[config.mk]
export PLATFORM = sky130hd
export DESIGN_NAME = layer_output_collector
export DESIGN_NICKNAME = d
export VERILOG_FILES = /design/src/rtl/collector_pkg.sv /design/src/rtl/collector_bank.sv /design/src/rtl/layer_output_collector.sv
export SDC_FILE = /design/constraint.sdc
export NUM_CORES = 1
export LEC_CHECK = 0
export ABC_AREA = 0
export CAP_MARGIN = 20
export CORE_UTILIZATION = 56
export DETAILED_ROUTE_END_ITERATION = 7
export PLACE_DENSITY = 0.84
export SETUP_SLACK_MARGIN = 0.2
export SLEW_MARGIN = 10
export SYNTH_ARGS = -nofsm -noshare
export SYNTH_HDL_FRONTEND = slang
export SYNTH_HIERARCHICAL = 1
export SYNTH_SLANG_ARGS = --single-unit
[constraint.sdc]
create_clock -name clk -period 3.3 [get_ports clk]
set_input_delay 0.495 -clock clk [delete_from_list [all_inputs] [get_ports clk]]
set_output_delay 0.495 -clock clk [all_outputs]
set_load 0.05 [all_outputs]
[src/rtl/collector_pkg.sv]
// collector_pkg: shared types and sizing helpers for layer_output_collector.
//   ELEM_WIDTH : default element width used by elem_t
//   NUM_BANKS  : ping-pong bank count
//   idx_width  : element-index width for a vector of n elements
package collector_pkg;
  localparam int ELEM_WIDTH = 32;
  localparam int NUM_BANKS = 2;
  typedef logic signed [ELEM_WIDTH-1:0] elem_t;
  function automatic int idx_width(input int n);
    return (n < 2) ? 1 : $clog2(n);
  endfunction
endpackage

[src/rtl/collector_bank.sv]
// collector_bank: one vector bank of the collector.
//   we/idx/data       : element write port
//   set_full/clr_full : full flag control (set wins)
//   full              : bank holds a complete vector
//   rd_data           : packed vector, element 0 in the low bits
module collector_bank
  import collector_pkg::*;
#(
  parameter int DATA_WIDTH = 32,
  parameter int NUM_ELEMS = 8,
  localparam int IW = idx_width(NUM_ELEMS)
) (
  input  logic                            clk,
  input  logic                            rst_n,
  input  logic                            we,
  input  logic [IW-1:0]                   idx,
  input  logic [DATA_WIDTH-1:0]           data,
  input  logic                            set_full,
  input  logic                            clr_full,
  output logic                            full,
  output logic [NUM_ELEMS*DATA_WIDTH-1:0] rd_data
);
  always_ff @(posedge clk) begin
    if (!rst_n) begin
      rd_data <= '0;
      full <= 1'b0;
    end else begin
      if (we) rd_data[int'(idx)*DATA_WIDTH +: DATA_WIDTH] <= data;
      if (set_full) full <= 1'b1;
      else if (clr_full) full <= 1'b0;
    end
  end
endmodule

[src/rtl/layer_output_collector.sv]
// layer_output_collector: gathers a serial element stream into ping-pong vectors with valid/ready output.
//   valid_in/data_in          : element stream, no backpressure
//   out_data/out_valid/out_ready : vector handshake
//   overflow/clear_overflow   : sticky drop flag and its clear
//   fill_level                : elements in the current write bank
module layer_output_collector
  import collector_pkg::*;
#(
  parameter int DATA_WIDTH = 32,
  parameter int NUM_ELEMS = 8,
  localparam int FW = $clog2(NUM_ELEMS + 1),
  localparam int VW = NUM_ELEMS * DATA_WIDTH
) (
  input  logic                  clk,
  input  logic                  rst_n,
  input  logic                  valid_in,
  input  logic [DATA_WIDTH-1:0] data_in,
  output logic [VW-1:0]         out_data,
  output logic                  out_valid,
  input  logic                  out_ready,
  output logic                  overflow,
  input  logic                  clear_overflow,
  output logic [FW-1:0]         fill_level
);
  localparam int IW = idx_width(NUM_ELEMS);
  logic wr_bank, rd_bank, hs, accept, drop, last;
  logic [FW-1:0] wr_idx;
  logic [NUM_BANKS-1:0] full;
  logic [VW-1:0] rd_data [NUM_BANKS];
  assign out_valid = full[rd_bank];
  assign out_data = rd_data[rd_bank];
  assign hs = out_valid & out_ready;
  // A full write bank still accepts when the reader is releasing that same bank this cycle.
  assign accept = valid_in & (~full[wr_bank] | (hs & (rd_bank == wr_bank)));
  assign drop = valid_in & ~accept;
  assign last = wr_idx == FW'(NUM_ELEMS - 1);
  assign fill_level = wr_idx;
  for (genvar b = 0; b < NUM_BANKS; b++) begin : g_bank
    collector_bank #(.DATA_WIDTH(DATA_WIDTH), .NUM_ELEMS(NUM_ELEMS)) u_bank (
      .clk(clk),
      .rst_n(rst_n),
      .we(accept & (wr_bank == 1'(b))),
      .idx(wr_idx[IW-1:0]),
      .data(data_in),
      .set_full(accept & last & (wr_bank == 1'(b))),
      .clr_full(hs & (rd_bank == 1'(b))),
      .full(full[b]),
      .rd_data(rd_data[b])
    );
  end
  always_ff @(posedge clk) begin
    if (!rst_n) begin
      wr_bank <= 1'b0;
      rd_bank <= 1'b0;
      wr_idx <= '0;
      overflow <= 1'b0;
    end else begin
      if (accept) begin
        wr_idx <= last ? '0 : wr_idx + 1'b1;
        if (last) wr_bank <= ~wr_bank;
      end
      if (hs) rd_bank <= ~rd_bank;
      overflow <= drop | (overflow & ~clear_overflow);
    end
  end
endmodule

# [Word-level counts from Yosys, hierarchy flattened]
# Index checks and enable logic that the tools add are counted.
[op_classes] n_addsub=2 n_mul=0 div_mod_pow=0 n_lt_le_gt_ge=3 n_eq_ne=2 shifts=2 muxes=14 n_bitwise=20 reduce_logical=3
[op_table] cell="$mux W256" count=3
[op_table] cell="$bwmux W256" count=2
[op_table] cell="$shift A32 B33 Y256 const A" count=1
[op_table] cell="$shiftx A32 B33 Y256" count=1
[op_table] cell="$neg A8 Y33" count=1
[op_table] cell="$and A1 B1 Y1" count=12
[op_table] cell="$mux W1" count=8
[op_table] cell="$not A1 Y1" count=5
[op_table] cell="$add A4 B1 Y4 const B" count=1
[op_table] cell="$eq A4 B3 Y1 const B" count=1
[op_table] cell="$lt A1 B2 Y1 const B" count=2
[op_table] cell="$mux W4" count=1
[op_table] cell="$reduce_bool A2 Y1" count=2
[op_table] cell="$ge A2 B2 Y1 const B" count=1
[op_table] cell="$not A1 Y2" count=1
[op_table] cell="$or A1 B1 Y1" count=2
[op_table] cell="$reduce_and A2 Y1" count=1
[op_table] cell="$eq A1 B1 Y1" count=1
[word_totals] register_bits=521 latchBits=0 ramBits=0 mem_bits_ro=0 inputBits=37 output_inout_bits=262 wordCells=54 memories=0

# [Depth between registers and ports, before layout]
[logic_depth] depth_word=9 depth_mapped=11 depth_no_buf=6

# [Hierarchy]
# Netlist, hierarchy kept.
[by_module_without_submodules] mod="collector_bank (g_bank[0].u_bank)" n_inst=1 cells_per_inst=1060 area_each_um2=10219.8 seq_area_each_um2=5144.9
[by_module_without_submodules] mod="collector_bank (g_bank[1].u_bank)" n_inst=1 cells_per_inst=1065 area_each_um2=10184.8 seq_area_each_um2=5144.9
[by_module_without_submodules] mod="layer_output_collector" n_inst=1 cells_per_inst=332 area_each_um2=3414.5 seq_area_each_um2=140.1

# [Worst setup path before layout]
# No wires, ideal clock.
[synth_timing] path_type="register to register" start="reg wr_idx[0] (netlist: fill_level[0])" end="reg g_bank[1].u_bank.rd_data[130]" setup_time_ns=0.120 t_arrival_ns=3.003 required_ns=3.180 setup_slack_ns=0.178 stages_incl_launch_ff=12 path_buffers=5 period_less_slack_ns=3.122 path_cell_list="dfxtp_1 buf_2 clkbuf_1 inv_1 ha_1 ha_1 nand2b_4 buf_6 or4b_1 buf_2 buf_6 mux2i_1"
[synth_between] elab_chain_len=3 word_cells_on_any_way=4 classes_between="1 x add/sub; 2 x shift; 1 x mux"
[synth_rtl] item="start: declaration" line="layer_output_collector.sv:27" source="logic [FW-1:0] wr_idx;"
[synth_rtl] item="start signal: assignment" line="layer_output_collector.sv:59" source="wr_idx <= last ? '0 : wr_idx + 1'b1;"
[synth_rtl] item="$neg A8 Y33 (*)" line="collector_bank.sv:28" source="if (we) rd_data[int'(idx)*DATA_WIDTH +: DATA_WIDTH] <= data;"
[synth_rtl] item="$shiftx A32 B33 Y256 or $shift A32 B33 Y256 (tied branches)" line="collector_bank.sv:28"
[synth_rtl] item="$bwmux W256 (*)" line="collector_bank.sv:28"
[synth_rtl] item="end signal: indexed assignment" line="collector_bank.sv:28"
[synth_rtl] item="end: declaration" line="collector_bank.sv:21" source="output logic [NUM_ELEMS*DATA_WIDTH-1:0] rd_data"
# Every way passes the cells marked *; elsewhere a longest branch is shown, timed or not.
# A chain may end at the register's enable or synchronous reset.

# [Final worst setup path]
[layout_timing] start="reg wr_idx[0] (netlist: fill_level[0])" end="out fill_level[0]"
[layout_rtl] item="end: declaration" line="layer_output_collector.sv:23" source="output logic [FW-1:0] fill_level"
# No word-level cell between the ends.

==> impl_metrics.toml <==
[outcome]
outcome = "finished clean"

[sta]
setup_slack_ps = 382
setup_viol = 0
rsz0062_at_grt = "no"
final.setup_skew_ps = 21.3
min_period_ps = 2920
maxSlewHeadroom_pct = 30.6
tns_ps = 0
timing.hold.ws_ps = 417
worst_slew_pin_slew_ps = 1040
finalMaxSlewViolations = 0
clock.fmax_ghz = 0.343
fin_crit_sh_pct = 88.4
hold_violations = 0

[clocking]
clkLatencyLatePin_ps = 610
clkSinkCount = 521
cts_tree = "done"
cts_max_path_buffers = 3
cts-hold-fix-buffers = 0
clk_pin_slew_worst_paths_ps = 60
cts_htree_levels = 2
cts_root_buffer = "clkbuf_16"
numCtsBuffers = 53

[routing]
avgRoutedWirePerCell_um = 24.1
drc = 0
drt-initial-drc-count = 2053
wl_mm = 78.9
ant_nets = 0
drt_pass1_iterations = 5
vias_per_cell = 6.23
via_count = 20415

[worst_setup_path]
r2r-start = "fill_level[0]"
required_ps = 2800
startpoint = "fill_level[0]"
path_max_fanout = 21
cp-end-kind = "output pin"
r2r_cells = 8
crit_type = "flip-flop to output pin"
worstSetupEndpoint = "fill_level[0]"
start_kind = "flip-flop"
cp.arrival_ps = 2420
timing.rr.end = "g_bank[0].u_bank/rd_data[121]"
rrSetupSlack_ps = 490

[synth]
yosys_most_used_dff = "dfxtp_1"
synth_area_per_cell_um2 = 9.69
synthTopCellsByArea = "dfxtp_1 (44%), mux2i_1 (18%), mux2_2 (12%)"
syn_inst = 2457
synth_top_cell_area_share_pct = 43.8
synth_seq_cells = 521
async_flop_share_pct = 0
synth_warnings = 6
synth_fp_nets = 2501
synthesis.area_um2 = 23800
synth_top_area_cell = "dfxtp_1"
synth-edff-count = 0
synth.distinct_cells = 58
yosysSeqAreaShare_pct = 43.8

[place]
gp_congestion = 0.922
preCtsSetupSlack_ps = 141
placed_area_um2 = 27400
io_buffers = 298
post-dp-hpwl_mm = 51.5
place_inst = 3176

[global_routing]
grt_use_total_pct = 35.4
grt_pass1_vias = 19894
grt_pass1_wl_mm = 118
antenna_found_initial = 0
grt_max_degree = 102
overflow = 0

[die]
coreArea_um2 = 41900
rows = 75
fp.dieH_um = 208
io_pins = 299
die_w_um = 208
die-area_um2 = 43400
initial_core_util_pct = 56.8

[power_and_ir_drop]
p_per_area_nw_per_um2 = 479
sw_frac_of_total_pct = 25.1
p_leak_nw = 12.7
seq_power_share_pct = 45.5
ir_worst_vdd_mv = 0.401
p_int_mw = 10.4
comb_power_share_pct = 8.1
switchingPower_mw = 3.50
p_clk_share_pct = 46.3

[flow_run]
max_cap_violations = 0

[final_layout]
final_common_cell = "nand2_1"
synthToLayoutAreaGrowth_pct = 22.1
n_fill_cell = 3088
nets = 2739
n_antenna_cell = 0
drive_gt1_share_pct = 21.7
finalInstanceArea_um2 = 29100
regArea_um2 = 10400
final_cell_mix = "nand2_1 (561), dfxtp_1 (519), mux2i_1 (429)"
multi_input_area_um2 = 12300
final_cells = 3276

[worst_hold_path]
min_path_type = "input port to flip-flop"
-- logic make-up after synthesis --
kind of cell	after synthesis	share of synthesized area, %
AND/OR/NAND/NOR	905	17.4
multiplexers	686	30.2
flip-flops	521	43.8
buffers and inverters	235	4.78
AO/OA/AOI/OAI	103	3.46
adder cells (fa/ha/maj)	7	0.368
-- Yosys cell counts, types with 4 or more instances --
cell type	instances
o22ai_1	4
nor2b_1	8
inv_1	12
o21ai_0	7
nand2_1	561
o32ai_1	7
nand3b_1	4
dfxtp_1	521
buf_2	88
mux2i_1	429
a31o_1	5
nand4_1	22
nand3_1	189
clkbuf_1	100
a21oi_1	8
nor4_1	64
a31o_2	59
buf_1	5
buf_4	19
ha_1	7
nand2b_1	5
mux2_2	257
nor2_1	12
and3b_1	4
buf_6	10
-- critical path: stages, from the launching register on --
cell,delay (ps)
dfxtp_2,550
buf_4,380
clkdlybuf4s50_1,870
-- power by group through the flow --
stage	combinational [mW]	sequential, mW	clock, mW
floorplan	0.632	6.48	0
global placement	1.09	6.48	0
detailed placement	1.11	6.48	0
CTS	1.10	6.34	6.46
global route	1.16	6.35	6.73
finish	1.13	6.35	6.46
-- worst min-delay path by stage --
stage | from | to | slack (ps) | cells after the start
floorplan | g_bank[1].u_bank/rd_data[100] | g_bank[1].u_bank/rd_data[100] | 430 | 2
global placement | g_bank[1].u_bank/rd_data[80] | g_bank[1].u_bank/rd_data[80] | 440 | 2
detailed placement | g_bank[1].u_bank/rd_data[43] | g_bank[1].u_bank/rd_data[43] | 440 | 2
CTS | rst_n | g_bank[1].u_bank/rd_data[125] | 390 | 3
global route | rst_n | g_bank[1].u_bank/rd_data[125] | 420 | 3
finish | rst_n | g_bank[1].u_bank/rd_data[121] | 420 | 3
-- area by class of cell --
cell class,count,share of cell area (%)
timing repair buffer,405,12.9
sequential,521,35.9
clock inverter,19,0.886
multi-input combinational,1701,42.3
inverter,13,0.168
clock buffer,78,5.57
tap,539,2.32
-- state kept, by name (all words and copies together) (netlist names) --
register               flops
g_bank.u_bank/full         2
wr_bank                    1
fill_level                 4
g_bank.u_bank/rd_data    512
overflow                   1
rd_bank                    1
-- per-layer routing --
| layer | GRT usage, % | wire (um) | up-vias | share of wire, % |
|---|---|---|---|---|
| met5 | 0 | 0 | - | 0 |
| met4 | 22.7 | 5000 | 0 | 6.3 |
| met3 | 6.61 | 7610 | 235 | 9.6 |
| met2 | 53.0 | 34500 | 1180 | 44 |
| met1 | 46.8 | 31800 | 9942 | 40 |
| li1 | - | - | 9058 | - |
-- what timing repair did --
action / 4_1_cts / 5_1_grt
endpoints found under the setup margin: 165 / 28
cloned: 0 / 0
gates resized for setup: 167 / 4
setup buffers: 0 / 3
-- per-stage QoR --
step                total power [mW]  utilization [%]
floorplan                       7.12                -
global placement                7.57             65.2
detailed placement              7.59             65.2
CTS                             13.9             69.2
global route                    14.2             69.3
finish                          13.9             69.3
Power figures use the tool's default switching activity.
